===== config.mk =====
export PLATFORM = sky130hd
export DESIGN_NAME = sweep_sequencer
export DESIGN_NICKNAME = d
export VERILOG_FILES = /design/src/rtl/sweep_sequencer.sv
export SDC_FILE = /design/constraint.sdc
export NUM_CORES = 1
export LEC_CHECK = 0
export ABC_AREA = 1
export CAP_MARGIN = 20
export CORE_MARGIN = 8
export CORE_UTILIZATION = 60
export DETAILED_ROUTE_END_ITERATION = 10
export PLACE_DENSITY_LB_ADDON = 0.05
export SYNTH_ARGS = -nofsm -noshare
export SYNTH_HDL_FRONTEND = slang
export SYNTH_SLANG_ARGS = --single-unit

===== constraint.sdc =====
create_clock -name clk_pll -period 4.43 [get_ports clk_pll]
set_input_delay 0.886 -clock clk_pll [delete_from_list [all_inputs] [get_ports clk_pll]]
set_output_delay 0.886 -clock clk_pll [all_outputs]
set_load 0.05 [all_outputs]

===== src/rtl/sweep_sequencer.sv =====
// sweep_sequencer
//   Steps either the pulse generator's inter-pulse delay or its second-pulse
//   width through a linear series. Each point repeats for a programmed number
//   of generator periods (shots). All parameter changes land on the edge that
//   samples cycle_start, so a generator period never runs with mixed settings.
//
// Ports
//   clk_pll, reset         : 200 MHz clock, synchronous active-low reset
//   start_i, abort_i       : single-cycle sweep start / cancel requests
//   cycle_start_i          : generator period-wrap strobe
//   sweep_sel_i            : 0 sweeps delay, 1 sweeps p2width
//   step_down_i            : 0 adds step, 1 subtracts step
//   delay_base_i           : delay at point 0, or the fixed delay
//   p2width_base_i         : p2width at point 0, or the fixed p2width
//   step_i                 : per-point increment magnitude
//   num_points_i           : sweep point count (0 is treated as 1)
//   shots_per_point_i      : periods per point (0 is treated as 1)
//   delay_out_o            : delay presented to the generator
//   p2width_out_o          : p2width presented to the generator
//   run_o                  : generator pulsed-operation enable
//   busy_o, done_o         : ARM/RUN indicator, DONE indicator
//   point_done_o           : one-cycle strobe when a point completes
//   point_idx_o            : current point, 0-based
//   shot_idx_o             : current shot within the point, 0-based
//   sat_o                  : sticky clip flag on the swept value
module sweep_sequencer #(
  parameter int W  = 32,
  parameter int NW = 16
) (
  input  logic          clk_pll,
  input  logic          reset,
  input  logic          start_i,
  input  logic          abort_i,
  input  logic          cycle_start_i,
  input  logic          sweep_sel_i,
  input  logic          step_down_i,
  input  logic [W-1:0]  delay_base_i,
  input  logic [W-1:0]  p2width_base_i,
  input  logic [W-1:0]  step_i,
  input  logic [NW-1:0] num_points_i,
  input  logic [NW-1:0] shots_per_point_i,
  output logic [W-1:0]  delay_out_o,
  output logic [W-1:0]  p2width_out_o,
  output logic          run_o,
  output logic          busy_o,
  output logic          done_o,
  output logic          point_done_o,
  output logic [NW-1:0] point_idx_o,
  output logic [NW-1:0] shot_idx_o,
  output logic          sat_o
);

  typedef enum logic [1:0] {IDLE, ARM, RUN, DONE} state_t;

  state_t        state_q, state_d;
  logic          sel_q, sel_d, down_q, down_d;
  logic [W-1:0]  step_q, step_d;
  logic [NW-1:0] plast_q, plast_d, slast_q, slast_d;   // P-1 and S-1
  logic [W-1:0]  dly_q, dly_d, p2w_q, p2w_d;
  logic          run_q, run_d, busy_q, busy_d, done_q, done_d;
  logic          pd_q, pd_d, sat_q, sat_d;
  logic [NW-1:0] pidx_q, pidx_d, sidx_q, sidx_d;

  // Saturating next value of whichever output is being swept.
  logic [W-1:0] cur, nxt;
  logic [W:0]   sum;
  logic         clip;

  always_comb begin
    cur = sel_q ? p2w_q : dly_q;
    sum = {1'b0, cur} + {1'b0, step_q};
    if (down_q) begin
      clip = step_q > cur;
      nxt  = clip ? '0 : cur - step_q;
    end else begin
      clip = sum[W];
      nxt  = clip ? '1 : sum[W-1:0];
    end
  end

  always_comb begin
    state_d = state_q;
    sel_d   = sel_q;   down_d  = down_q;  step_d = step_q;
    plast_d = plast_q; slast_d = slast_q;
    dly_d   = dly_q;   p2w_d   = p2w_q;
    run_d   = run_q;   busy_d  = busy_q;  done_d = done_q;
    pd_d    = 1'b0;    sat_d   = sat_q;
    pidx_d  = pidx_q;  sidx_d  = sidx_q;

    if (abort_i) begin
      // Cancel: control flags drop, data outputs and indices hold.
      state_d = IDLE;
      run_d   = 1'b0;
      busy_d  = 1'b0;
      done_d  = 1'b0;
    end else begin
      unique case (state_q)
        IDLE, DONE: begin
          if (start_i) begin
            state_d = ARM;
            sel_d   = sweep_sel_i;
            down_d  = step_down_i;
            step_d  = step_i;
            plast_d = (num_points_i == '0) ? '0 : num_points_i - NW'(1);
            slast_d = (shots_per_point_i == '0) ? '0 : shots_per_point_i - NW'(1);
            dly_d   = delay_base_i;
            p2w_d   = p2width_base_i;
            pidx_d  = '0;
            sidx_d  = '0;
            sat_d   = 1'b0;
            busy_d  = 1'b1;
            done_d  = 1'b0;
          end
        end
        ARM: begin
          if (cycle_start_i) begin
            state_d = RUN;
            run_d   = 1'b1;
          end
        end
        RUN: begin
          if (cycle_start_i) begin
            if (sidx_q < slast_q) begin
              sidx_d = sidx_q + NW'(1);
            end else if (pidx_q < plast_q) begin
              sidx_d = '0;
              pidx_d = pidx_q + NW'(1);
              pd_d   = 1'b1;
              if (sel_q) p2w_d = nxt;
              else       dly_d = nxt;
              if (clip)  sat_d = 1'b1;
            end else begin
              // Final shot of final point has just ended.
              pd_d    = 1'b1;
              run_d   = 1'b0;
              busy_d  = 1'b0;
              done_d  = 1'b1;
              state_d = DONE;
            end
          end
        end
        default: state_d = IDLE;
      endcase
    end
  end

  always_ff @(posedge clk_pll) begin
    if (!reset) begin
      state_q <= IDLE;
      sel_q   <= 1'b0;  down_q  <= 1'b0;  step_q <= '0;
      plast_q <= '0;    slast_q <= '0;
      dly_q   <= '0;    p2w_q   <= '0;
      run_q   <= 1'b0;  busy_q  <= 1'b0;  done_q <= 1'b0;
      pd_q    <= 1'b0;  sat_q   <= 1'b0;
      pidx_q  <= '0;    sidx_q  <= '0;
    end else begin
      state_q <= state_d;
      sel_q   <= sel_d;   down_q  <= down_d;  step_q <= step_d;
      plast_q <= plast_d; slast_q <= slast_d;
      dly_q   <= dly_d;   p2w_q   <= p2w_d;
      run_q   <= run_d;   busy_q  <= busy_d;  done_q <= done_d;
      pd_q    <= pd_d;    sat_q   <= sat_d;
      pidx_q  <= pidx_d;  sidx_q  <= sidx_d;
    end
  end

  assign delay_out_o   = dly_q;
  assign p2width_out_o = p2w_q;
  assign run_o         = run_q;
  assign busy_o        = busy_q;
  assign done_o        = done_q;
  assign point_done_o  = pd_q;
  assign point_idx_o   = pidx_q;
  assign shot_idx_o    = sidx_q;
  assign sat_o         = sat_q;

endmodule


* Word level (Yosys, flattened, before mapping)
Index checks and enable logic that the tools add are counted.
** Word-level totals
- Output and inout port bits :: 101
- Logic and storage cells :: 110
- Register bits :: 169
- Input port bits :: 135
** Cells by class
- Reduce and logical (&&, ||, !) cells :: 17
- Eq/ne operators :: 13
- Add/subtract/negate cells :: 6
- Bitwise gates (word level) :: 4
- Multiplexer cells :: 52
- Magnitude comparators :: 3
** Operator list (count)
- 32-bit 2-to-1 mux :: 14
- 16-bit 2-to-1 mux :: 9
- 32-bit case mux with 2 select lines :: 2
- 16-bit case mux with 2 select lines :: 2
- 32-bit by 32-bit adder with 33-bit output :: 1
- 16-bit by 1-bit adder with 16-bit output, second input constant :: 2
- 32-bit greater-than comparator :: 1
- 16-bit zero test :: 2
- 16-bit < comparator :: 2
- 16-bit by 1-bit subtractor with 16-bit output, second input constant :: 2
- 32-bit subtractor :: 1
- 7-bit AND reduction :: 3
- 5-bit AND reduction :: 4
- 2-bit inequality test, second input constant :: 9
- 1-bit 2-to-1 mux :: 15
- 2-bit 2-to-1 mux :: 5
- 1-bit case mux with 2 select lines :: 4
- 2-bit case mux with 3 select lines :: 1
- 6-bit AND reduction :: 1
- 2-bit equality test, second input constant :: 2
- 1-bit NOT :: 4
- 2-bit nonzero test :: 2
- 2-bit OR reduction :: 2
- 4-bit OR reduction :: 1
- 4 further kinds :: 4

* Logic depth before layout (Yosys ltp)
Gate-level depths: netlist of run 1.
- Depth after elaboration :: 9
- Mapped depth :: 25

* Least setup slack after synthesis of run 1
Ideal clock, no wire load.
- Path type :: register to register
- From :: register sel_q
- To :: register p2w_q[26] (netlist: p2width_out_o[26])
- Cell stages (with the launch flop) :: 23
- Path slack :: 1.530 ns
- Data required time :: 4.321 ns
- Data arrival time :: 2.791 ns
- Buffers on the path :: 2
- Cells stage by stage :: dfxtp_1 -> clkbuf_1 -> inv_1 -> or2_2 -> o21ai_0 -> inv_1 -> ha_1 -> fa_1 -> nand2_1 -> nand2_1 -> nand4_1 -> nand2_1 -> nand2_1 -> nand2_2 -> a21oi_4 -> buf_6 -> nand3_1 -> nand2_1 -> nand2_1 -> nand2_1 -> nand3_1 -> nand2_1 -> inv_1
** Between the ends
- Longest elaborated chain between the ends :: 9
** RTL lines
- start, declared :: RTL line 56 : logic sel_q, sel_d, down_q, down_d;
- start signal, assigned :: RTL line 158 : sel_q <= sel_d; down_q <= down_d; step_q <= step_d;
- 32-bit 2-to-1 mux :: RTL line 70 : cur = sel_q ? p2w_q : dly_q;
- 32-bit by 32-bit adder with 33-bit output (tied with other cells) :: RTL line 71 : sum = {1'b0, cur} + {1'b0, step_q};
- 32-bit 2-to-1 mux (on tied branches) :: RTL line 77, 74
- 32-bit 2-to-1 mux :: RTL line 72 : if (down_q) begin
- 32-bit 2-to-1 mux :: RTL line 129 : if (sel_q) p2w_d = nxt;
- 32-bit 2-to-1 mux :: RTL line 125 : end else if (pidx_q < plast_q) begin
- 32-bit 2-to-1 mux :: RTL line 123 : if (sidx_q < slast_q) begin
- 32-bit 2-to-1 mux :: RTL line 122 : if (cycle_start_i) begin
- 32-bit case mux with 2 select lines :: RTL line 97 : unique case (state_q)
- end signal, assigned :: RTL line 160 : dly_q <= dly_d; p2w_q <= p2w_d;
- end, declared :: RTL line 59 : logic [W-1:0] dly_q, dly_d, p2w_q, p2w_d;
Several ways; a longest one is shown, not always the timed one. The select of a mux whose other input is x is not followed.
A chain may end at the register's enable or synchronous reset.

* Worst setup path after layout of run 1
- From :: register sel_q
- To :: register p2w_q[16] (netlist: p2width_out_o[16])
Same word-level chain as after synthesis.

==> impl_summary.txt, run 1 <==
----------------------------------------------------
[Timing]
  Pins Over Slew Limit ... 0
  Post-route clock period utilization ... 0.882
  PnR worst setup slack ... 0.524 ns
  Number of hold violations in the final report ... 0
  Max transition margin ... 0.284
  RSZ-0062 raised after global routing ... no
  Worst-case clock skew ... 0.0181 ns
  Count of final setup violators ... 0
  TNS Setup ... 0 ns
  Final Critical Period ... 3.91 ns
  Highest attainable clock frequency ... approximately 0.26 GHz
  Final-layout worst hold slack ... between 0.4 and 0.5 ns
  Transition time at the pin with the least slew margin ... ~1.1 ns

[Global routing]
  Maximum number of pins on one net before global-route repair ... 57
  GRT Resource Usage Total ... 0.375
  Number of antenna violations at the first check in global routing ... 1
  Final global-route overflow total ... 0
  Global-route wire length before repair ... 87,400 um
  Vias in the first global route ... 17.0k

[Synth]
  Cell area after technology mapping ... around 15,000 sq um
  Cells taking the most area after synthesis ... dfxtp_1, nand2_1, inv_1
  Number of synthesized register bits ... 169
  Yosys top cell area share ... 0.231
  Mapped Avg Cell Area ... a little under 6 sq um
  Cell with the most instances after synthesis ... nand2_1
  Number of enable-type register cells in the synthesized netlist ... 0
  Most area-hungry cell type in the Yosys netlist ... dfxtp_1
  Net count after synthesis ... between 2k and 3k
  Post-synth ARST share ... 0
  Most used DFF post-synth ... dfxtp_1
  Cell types with the highest counts after synthesis ... nand2_1, inv_1, a21oi_1
  Number of warning messages in the yosys log ... 0
  Cell count after synthesis ... between 2k and 2.5k
  Post-synthesis sequential area ratio ... 0.231
  Distinct cell type count after synthesis ... 50

[Clock network]
  Post-CTS repair timing setup buffer count ... 0
  CTS Root Cell ... clkbuf_16
  Clock latency on the worst-skew pair ... around 0.45 ns
  Num CTS Buffers ... 17
  H-tree depth reported by CTS ... 4
  CTS tree ... built
  Clock slew seen by the registers of the worst setup and hold paths ... approximately 0.08 ns
  Count of cells resized by post-cts repair ... 0
  Deepest clock path buffer count ... 2
  # clock sinks ... 169
  # hold bufs at CTS ... 0

[Floorplan]
  Die Y ... between 150 and 200 um
  # IOs ... approximately 240
  Initial core utilization ... 0.606
  Full die area ... between 20,000 and 30,000 sq um
  Core Region ... roughly 24,000 sq um
  Number of standard-cell rows in the floorplan ... 57
  Die W ... roughly 170 um

[Critical path]
  Crit end category ... flop
  Crit path required time ... ~4.8 ns
  Critical Path Start ... sel_q
  Critical setup path kind ... reg -> reg
  Element type at the critical path start ... flop
  Crit path arrival time ... about 4.2 ns
  Slack of the worst reg-to-reg path ... 0.52 ns
  Worst flop-to-flop path startpoint ... sel_q
  Worst reg2reg path depth ... 19
  Crit path max fanout ... 27
  Reg-to-Reg End ... p2width_out_o[16]

[Hold path]
  Min-delay worst type ... reg -> reg
  Worst Hold Path Cells ... 2
  Worst min-delay path endpoint ... busy_o
  Worst min-delay path startpoint ... busy_o

[Pwr]
  P per Cell Area ... 395 nW/um^2
  IR Drop Worst-Case VDD ... 302 uV
  Pwr Total ... 6.99 mW
  Cell leakage power ... around 8.7 nW

[Final layout]
  Final instance count without filler cells ... ~3k
  Layout cells sized above 1 ... 0.0505
  Final core utilization ... 0.732
  Total number of nets in the final design ... ~2.9k
  Post-route design area ... between 15,000 and 20,000 sq um
  Synthesis-to-layout area growth ... 20.7%

[Route]
  Detailed-route wire length ... 56,900 um
  Remaining number of nets flagged by the antenna check after routing ... 0
  Drt drc ... 0
  Count of TritonRoute iterations in the first routing pass ... 6
  Total via count in the routed design ... around 17k
  Detailed Route Iter0 Violations ... approximately 2.2k
  Detailed-route vias per instance ... between 5 and 6
  Average wire per standard cell ... 19.0 um

[Place]
  Half-perimeter wire length of the detailed placement result ... around 45,000 um
  Instance area after placement ... between 15,000 and 20,000 sq um
  Setup Slack @ Placement ... ~0.67 ns
  Port Buf Inserts ... approximately 240
  Number of placed cells counting well taps ... 2,967
  Global placer's final weighted congestion ... 1.04

[Flow run]
  Count of max-cap constraint violations ... 0

[Status]
  Result of the run ... finished clean

----------------------------------------------------
==> flip-flops by register name, summed over array words and instances (netlist names), 2 cells and up <==
signal and cells:
delay_out_o 32, p2width_out_o 32, step_q 32, plast_q 16
point_idx_o 16, shot_idx_o 16, slast_q 16, state_q 2
==> kinds of logic (layout without fill, tap and decap cells) <==
kind of cell	count (synthesis)	count (layout)	synth area share
adder cells (fa/ha/maj)	107	107	0.0924
buffers and inverters	532	726	0.146
XOR/XNOR	64	64	0.0383
flip-flops	169	169	0.231
other	0	1	0
AND/OR/NAND/NOR	1195	1195	0.342
AO/OA/AOI/OAI	414	414	0.150
==> layer usage <==
metal	vias to the layer above	wire length, um	global-route usage
met5	-	0	0
met4	0	3000	0.184
met3	227	6450	0.0925
met2	1099	26100	0.624
met1	7858	21400	0.447
li1	8102	-	-
==> power breakdown <==
group	switching, mW	total (mW)	leakage, nW	internal, mW
Combinational	2.52	3.61	7.00	1.09
Clock	0.770	1.58	0.296	0.815
Sequential	0.125	1.79	1.38	1.67
Total	3.42	6.99	8.68	3.57
==> area by class of cell <==
type                       instances  area [sq um]
sequential                       169          3380
multi-input combinational       1780          9140
clock inverter                    14           176
tap                              324           405
clock buffer                      18           429
fill                            1871          6490
timing repair buffer             253          2490
inverter                         441          1660
antenna                            1          2.50
==> cell usage in the layout, fill, tap and decap left out, types with 3 or more instances in the layout <==
cell             Yosys  layout
nand4_1             27      27
nor2_1             173     173
clkinv_8             0       3
xor2_1              48      48
ha_1               105     104
clkbuf_16            0      17
xnor2_1             16      16
o21ai_1             21      21
nand3_2             12      12
nand3b_1             3       3
clkdlybuf4s50_1      0     234
o21ai_0            106     106
dfxtp_1            169     168
inv_8                0       4
nand2_1            766     766
buf_4               14      17
o22ai_1              4       4
a21oi_2              6       6
nand3_1            125     125
a21oi_1            250     250
or2_2                4       4
nor3_1              35      35
inv_2               15      16
inv_6                1       5
clkinv_1             3       3
nor2_2               8       8
nand2_2             24      24
o21bai_1            11      11
o21a_1               5       5
inv_1              422     421
nor3_2               4       4
nor4_1               3       3
and3_1               3       3
==> how the worst max path moves through the flow <==
| stage | depth (start not counted) | to | slack [ns] |
|---|---|---|---|
| 2_1_floorplan | 22 | p2width_out_o[26] | 1.53 |
| 3_3_place_gp | 19 | p2width_out_o[17] | 0.74 |
| 3_5_place_dp | 19 | p2width_out_o[16] | 0.67 |
| 4_1_cts | 19 | p2width_out_o[16] | 0.65 |
| 5_1_grt | 19 | p2width_out_o[14] | 0.29 |
| 6_report | 19 | p2width_out_o[16] | 0.52 |
==> critical path, stage by stage, from the launching register on <==
cell and delay [ns]:
dfxtp_2 0.61, buf_4 0.36, o21ai_0 0.34, ha_1 0.56
inv_2 0.10, nand2_1 0.07, nand2_1 0.10, a21oi_1 0.14
nand2_1 0.12, nand2_1 0.10, nand2_2 0.10, a21oi_4 0.31
buf_4 0.31, nand2_1 0.10, nand2_1 0.08, o21ai_1 0.07
nand2_1 0.10, nand3_1 0.08, nand2_1 0.08, inv_1 0.05
Power figures use the tool's default switching activity.
==> run 2: changes to the inputs <==
ABC_AREA = unset   (was 1)
CORE_UTILIZATION = 70   (was 60)
DONT_BUFFER_PORTS = 1   (was unset)
==> impl_summary.txt, run 2 <==
----------------------------------------------------
[Flow run]
  Count of max-cap constraint violations ... 0 (unchanged)

[Clock network]
  Clock slew seen by the registers of the worst setup and hold paths ... 0.07 ns (was 0.08 ns)
  H-tree depth reported by CTS ... 4 (unchanged)
  # hold bufs at CTS ... 0 (unchanged)
  Clock latency on the worst-skew pair ... 0.45 ns (about the same)
  CTS Root Cell ... clkbuf_16 (unchanged)
  Num CTS Buffers ... 17 (unchanged)
  # clock sinks ... 169 (unchanged)
  Post-CTS repair timing setup buffer count ... 0 (unchanged)
  Count of cells resized by post-cts repair ... 0 (unchanged)
  CTS tree ... built (unchanged)
  Deepest clock path buffer count ... 2 (unchanged)

[Synth]
  Most used DFF post-synth ... dfxtp_1 (unchanged)
  Number of synthesized register bits ... 169 (unchanged)
  Post-synthesis sequential area ratio ... 0.262 (was 0.231)
  Synthesized-area fraction occupied by and/or/nand/nor cells ... 0.193 (was 0.342)
  Cell area after technology mapping ... 12,900 sq um (was 14,700 sq um)
  Cell count after synthesis ... 1,641 (was 2,481)
  Combinational family with the most area after synthesis ... compound AO/OA/AOI/OAI gates (was simple AND/OR/NAND/NOR gates)
  Share of cell area taken by muxes after synthesis ... 0.0294 (was 0)
  Cell types with the highest counts after synthesis ... nand2_1, dfxtp_1, a21oi_1 (was nand2_1, inv_1, a21oi_1)
  Net count after synthesis ... 1,883 (was 2,723)
  Number of enable-type register cells in the synthesized netlist ... 0 (unchanged)
  Adder and majority gate portion of the synthesized area ... 0.105 (was 0.0924)
  Mapped Avg Cell Area ... 7.86 sq um (was 5.91 sq um)
  Yosys top cell area share ... 0.262 (was 0.231)
  Xor/xnor cell area share of the yosys netlist ... 0.0672 (was 0.0383)
  Cell with the most instances after synthesis ... nand2_1 (unchanged)
  Most area-hungry cell type in the Yosys netlist ... dfxtp_1 (unchanged)
  Distinct cell type count after synthesis ... 85 (was 50)
  Cells taking the most area after synthesis ... dfxtp_1, ha_1, xnor2_1 (was dfxtp_1, nand2_1, inv_1)
  Post-synth ARST share ... 0 (unchanged)
  Number of warning messages in the yosys log ... 0 (unchanged)
  Synth Area in Compound Gates ... 0.274 (was 0.150)

[Route]
  Remaining number of nets flagged by the antenna check after routing ... 0 (unchanged)
  Count of TritonRoute iterations in the first routing pass ... 6 (unchanged)
  Detailed Route Iter0 Violations ... 1,270 (was 2,173)
  Detailed-route vias per instance ... 6.87 (was 5.76)
  Drt drc ... 0 (unchanged)
  Average wire per standard cell ... 23.5 um (was 19.0 um)
  Detailed-route wire length ... 44,100 um (was 56,900 um)
  Total via count in the routed design ... 12.9k (was 17.3k)

[Global routing]
  Global-route wire length before repair ... 67,900 um (was 87,400 um)
  Number of antenna violations at the first check in global routing ... 1 (unchanged)
  Final global-route overflow total ... 0 (unchanged)
  Maximum number of pins on one net before global-route repair ... 155 (was 57)
  Vias in the first global route ... 12.7k (was 17.0k)
  GRT Resource Usage Total ... 0.375 (about the same)

[Critical path]
  Crit path max fanout ... 23 (was 27)
  Worst reg2reg path depth ... 15 (was 19)
  Crit path arrival time ... 4.54 ns (was 4.24 ns)
  Critical setup path kind ... reg -> reg (unchanged)
  Crit end category ... flop (unchanged)
  Reg-to-Reg End ... p2width_out_o[13] (was p2width_out_o[16])
  Crit path required time ... 4.76 ns (was 4.77 ns)
  Element type at the critical path start ... flop (unchanged)
  Slack of the worst reg-to-reg path ... 0.23 ns (was 0.52 ns)
  Worst flop-to-flop path startpoint ... sel_q (unchanged)

[Place]
  Number of placed cells counting well taps ... 1,844 (was 2,967)
  Port Buf Inserts ... 0 (was 235)
  Global placer's final weighted congestion ... 1.01 (was 1.04)
  Half-perimeter wire length of the detailed placement result ... 32,400 um (was 44,700 um)
  Instance area after placement ... 13,400 sq um (was 17,100 sq um)

[Timing]
  TNS Setup ... 0 ns (unchanged)
  Post-route clock period utilization ... 0.949 (was 0.882)
  Count of final setup violators ... 0 (unchanged)
  Final Critical Period ... 4.20 ns (was 3.91 ns)
  Highest attainable clock frequency ... 0.238 GHz (was 0.256 GHz)
  Final-layout worst hold slack ... 0.488 ns (was 0.456 ns)
  RSZ-0062 raised after global routing ... no (unchanged)
  Max transition margin ... 0.280 (was 0.284)
  Transition time at the pin with the least slew margin ... 1.08 ns (was 1.07 ns)
  Pins Over Slew Limit ... 0 (unchanged)
  Number of hold violations in the final report ... 0 (unchanged)
  Worst-case clock skew ... 0.0114 ns (was 0.0181 ns)

[Status]
  Result of the run ... finished clean (unchanged)

[Pwr]
  Reg power frac ... 0.326 (was 0.257)
  Pwr Total ... 5.88 mW (was 6.99 mW)
  Switch share ... 0.411 (was 0.489)
  IR Drop Worst-Case VDD ... 397 uV (was 302 uV)
  P per Cell Area ... 419 nW/um^2 (was 395 nW/um^2)
  Logic pwr share ... 0.383 (was 0.516)
  Clock share of power ... 0.292 (was 0.227)
  Internal power summed over all cells ... 3.46 mW (was 3.57 mW)
  Cell leakage power ... 5.62 nW (was 8.68 nW)
  Power spent charging and discharging nets ... 2.42 mW (was 3.42 mW)

[Final layout]
  Final instance count without filler cells ... 1,878 (was 3,000)
  Commonest non-fill, non-tap cells in the layout ... nand2_1, dfxtp_1, a21oi_1 (was nand2_1, inv_1, a21oi_1)
  Total number of nets in the final design ... 1,877 (was 2,904)
  Post-route design area ... 14,000 sq um (was 17,700 sq um)
  Most common library cell in the layout ignoring fill and taps ... nand2_1 (unchanged)
  Layout cells sized above 1 ... 0.107 (was 0.0505)
  Synthesis-to-layout area growth ... 8.83% (was 20.7%)

[Floorplan]
  Initial core utilization ... 0.716 (was 0.606)
  Full die area ... 23,000 sq um (was 29,700 sq um)
  Die W ... 152 um (was 172 um)
  Number of standard-cell rows in the floorplan ... 49 (was 57)
  Core Region ... 18,000 sq um (was 24,200 sq um)
  # IOs ... 236 (unchanged)
  Die Y ... 152 um (was 172 um)

[Hold path]
  Worst min-delay path endpoint ... step_q[13] (was busy_o)
  Worst min-delay path startpoint ... step_q[13] (was busy_o)
  Min-delay worst type ... reg -> reg (unchanged)
  Worst Hold Path Cells ... 2 (unchanged)

----------------------------------------------------
[run 2: cell count changes after synthesis, moves of 41 or more]
cell      before  now
a21boi_0       1   43
o21ai_0      106   46
a21oi_1      250  119
nor2_1       173  103
o211ai_1       0   41
nand2_1      766  175
nand3_1      125   38
xnor2_1       16   76
nor2b_1        0   44
inv_1        422  112
[run 2: power groups by stage]
stage	registers [mW]	logic, mW	clock network (mW)
final	1.92	2.25	1.72
after global routing	1.93	2.43	1.76
after CTS	1.91	2.20	1.70
after detailed placement	1.95	2.18	0
after global placement	1.94	2.15	0
after floorplan	2.02	1.55	0
[run 2: kinds of logic after synthesis]
| family | count (synthesis) |
|---|---|
| AO/OA/AOI/OAI | 500 |
| buffers and inverters | 219 |
| adder cells (fa/ha/maj) | 107 |
| multiplexers | 34 |
| AND/OR/NAND/NOR | 513 |
| flip-flops | 169 |
| XOR/XNOR | 99 |
[run 2: final cells by class]
cell class	count	area, sq um
multi-input cells	1253	8660
diodes	1	2.50
flip-flops and latches	169	3380
inverters	117	439
clock buffers	18	439
fillers	1289	3990
well taps	229	287
clock inverters	14	225
repair buffers	77	601
[run 2: through the flow]
step | util | worst slack, ns
after floorplan | - | 0.552
after global placement | 0.742 | 0.400
after detailed placement | 0.742 | 0.319
after CTS | 0.778 | 0.308
after global routing | 0.779 | 0.103
final | 0.779 | 0.227
[run 2: critical path, stage by stage (launching register included)]
cell,delay (ns)
dfxtp_2,0.35
buf_12,0.20
mux2i_1,0.41
inv_1,0.17
fa_1,0.46
nor2b_1,0.17
o211ai_1,0.28
a21oi_1,0.18
nor3_2,0.28
o211ai_2,0.21
a311oi_4,0.27
buf_4,0.39
a21oi_1,0.13
a211o_1,0.38
o211ai_1,0.13
a21boi_1,0.08
[run 2: how the worst max path moves through the flow]
stage / startpoint / end / depth (start not counted)
floorplan: sel_q / p2width_out_o[31] / 15
global placement: sel_q / delay_out_o[5] / 15
detailed placement: sel_q / delay_out_o[5] / 15
finish: sel_q / p2width_out_o[13] / 15
CTS: sel_q / delay_out_o[5] / 15
global route: sel_q / delay_out_o[5] / 15
[run 2: per-layer routing]
metal	wire length (um)	global-route usage
met5	11	0
met4	2170	0.184
met3	4870	0.0980
met2	20800	0.638
met1	16200	0.429
==> run 3: changes to the inputs <==
CORE_UTILIZATION = 40   (was 70)
==> impl_summary.txt, run 3 (synthesis gave the netlist of run 2 again) <==
----------------------------------------------------
[Route]
  Remaining number of nets flagged by the antenna check after routing ... 0 (unchanged)
  Drt drc ... 0 (unchanged)
  Detailed-route wire length ... 45,700 um (was 44,100 um)
  Count of TritonRoute iterations in the first routing pass ... 6 (unchanged)
  Average wire per standard cell ... 22.0 um (was 23.5 um)
  Total via count in the routed design ... 12.0k (was 12.9k)
  Detailed Route Iter0 Violations ... 857 (was 1,270)
  Detailed-route vias per instance ... 5.74 (was 6.87)

[Clock network]
  Count of cells resized by post-cts repair ... 0 (unchanged)
  Post-CTS repair timing setup buffer count ... 0 (unchanged)
  H-tree depth reported by CTS ... 4 (unchanged)
  Clock slew seen by the registers of the worst setup and hold paths ... 0.07 ns (about the same)
  # clock sinks ... 169 (unchanged)
  # hold bufs at CTS ... 0 (unchanged)
  Num CTS Buffers ... 17 (unchanged)
  CTS tree ... built (unchanged)
  CTS Root Cell ... clkbuf_16 (unchanged)
  Deepest clock path buffer count ... 2 (unchanged)
  Clock latency on the worst-skew pair ... 0.46 ns (was 0.45 ns)

[Pwr]
  Pwr Total ... 5.86 mW (was 5.88 mW)
  P per Cell Area ... 406 nW/um^2 (was 419 nW/um^2)
  IR Drop Worst-Case VDD ... 324 uV (was 397 uV)
  Cell leakage power ... 5.75 nW (was 5.62 nW)

[Critical path]
  Critical setup path kind ... reg -> reg (unchanged)
  Crit path required time ... 4.77 ns (was 4.76 ns)
  Cells along the critical path ... buf_12 -> mux2_2 -> ha_1 -> a21oi_1 -> nor3b_1 -> a211oi_2 -> a211oi_2 -> o31ai_1 -> a311o_1 -> a311oi_2 -> nand2b_1 -> nand3_1 -> o221a_1 (was buf_12 -> mux2i_1 -> inv_1 -> fa_1 -> nor2b_1 -> o211ai_1 -> a21oi_1 -> nor3_2 -> o211ai_2 -> a311oi_4 -> buf_4 -> a21oi_1 -> a211o_1 -> o211ai_1 -> a21boi_1)
  Crit path max fanout ... 31 (was 23)
  Critical-path top delay cell ... a311o_1 (was fa_1)
  Most frequent CP cell ... a211oi_2
  Element type at the critical path start ... flop (unchanged)
  Largest incremental delay on the critical path ... 0.48 ns (was 0.46 ns)
  Crit path arrival time ... 4.59 ns (was 4.54 ns)
  Crit end category ... flop (unchanged)

[Global routing]
  Global-route wire length before repair ... 69,900 um (was 67,900 um)
  Maximum number of pins on one net before global-route repair ... 155 (unchanged)
  Number of antenna violations at the first check in global routing ... 3 (was 1)
  GRT Resource Usage Total ... 0.233 (was 0.375)
  Final global-route overflow total ... 0 (unchanged)
  Vias in the first global route ... 11.6k (was 12.7k)

[Final layout]
  Synthesis-to-layout area growth ... 12.0% (was 8.83%)
  Commonest non-fill, non-tap cells in the layout ... nand2_1, dfxtp_1, a21oi_1 (unchanged)
  Final instance count without filler cells ... 2,082 (was 1,878)
  Layout cells sized above 1 ... 0.125 (was 0.107)
  Most common library cell in the layout ignoring fill and taps ... nand2_1 (unchanged)
  Total number of nets in the final design ... 1,909 (was 1,877)

[Timing]
  TNS Setup ... 0 ns (unchanged)
  Highest attainable clock frequency ... 0.235 GHz (was 0.238 GHz)
  Final Critical Period ... 4.25 ns (was 4.20 ns)
  Number of hold violations in the final report ... 0 (unchanged)
  Max transition margin ... 0.361 (was 0.280)
  Transition time at the pin with the least slew margin ... 0.956 ns (was 1.08 ns)
  RSZ-0062 raised after global routing ... no (unchanged)
  Count of final setup violators ... 0 (unchanged)
  Pins Over Slew Limit ... 0 (unchanged)
  Worst-case clock skew ... 0.0142 ns (was 0.0114 ns)
  Post-route clock period utilization ... 0.959 (was 0.949)

[Floorplan]
  Number of standard-cell rows in the floorplan ... 65 (was 49)
  Initial core utilization ... 0.408 (was 0.716)
  # IOs ... 236 (unchanged)
  Die Y ... 196 um (was 152 um)
  Core Region ... 31,600 sq um (was 18,000 sq um)
  Full die area ... 38,300 sq um (was 23,000 sq um)
  Die W ... 196 um (was 152 um)

[Hold path]
  Min-delay worst type ... reg -> reg (unchanged)

[Place]
  Half-perimeter wire length of the detailed placement result ... 35,200 um (was 32,400 um)
  Number of placed cells counting well taps ... 2,050 (was 1,844)
  Port Buf Inserts ... 0 (unchanged)
  Global placer's final weighted congestion ... 0.914 (was 1.01)

[Status]
  Result of the run ... finished clean (unchanged)

[Flow run]
  Count of max-cap constraint violations ... 0 (unchanged)

----------------------------------------------------
## run 3: changes by cell type in the layout (fill, tap and decap cells not counted), moves of 2 or more
cell,delta
clkinv_8,-2
buf_4,+32
inv_6,-4
clkinv_2,+4
## run 3: per-stage QoR
step | hold WS, ns | setup WS, ns | instance area, sq um | util
finish | 0.471 | 0.183 | 14400 | 0.457
global placement | 0.449 | 0.209 | 13800 | 0.437
floorplan | 0.441 | 0.552 | 12900 | -
CTS | 0.469 | 0.142 | 14400 | 0.456
detailed placement | 0.459 | 0.168 | 13800 | 0.437
global route | 0.494 | 0.0312 | 14400 | 0.457
## run 3: final timing paths
path | from | endpoint | slack (ns) | cells after the start
min | plast_q[1] | plast_q[1] | 0.47 | 2
max reg2reg | sel_q | p2width_out_o[31] | 0.18 | 13
max | sel_q | p2width_out_o[31] | 0.18 | 13
min reg2reg | plast_q[1] | plast_q[1] | 0.47 | 2
## run 3: metal layers
metal	part of all wire	global-route usage
met1	0.45	0.304
met2	0.47	0.387
met3	0.057	0.0418
met4	0.020	0.0696
met5	0.00022	0
## run 3: critical path, delay by kind of cell (launching register included)
kind | cells | cell delay [ns]
compound gates | 7 | 2.16
fa+ha+maj | 1 | 0.40
buf+inv | 1 | 0.25
flops | 1 | 0.35
mux | 1 | 0.39
simple gates | 3 | 0.57
## run 3: final cells by class
type                       instances  area, sq um
clock inverter                    11          144
antenna                            1         2.50
multi-input combinational       1253         8680
fill                            3239        17200
inverter                         117          439
tap                              402          503
sequential                       169         3380
clock buffer                      20          457
timing repair buffer             109          841
## run 3: where the power goes
group	switching, mW	internal [mW]	total (mW)
registers	0.193	1.64	1.83
clock network	0.675	0.914	1.59
logic	1.55	0.892	2.44
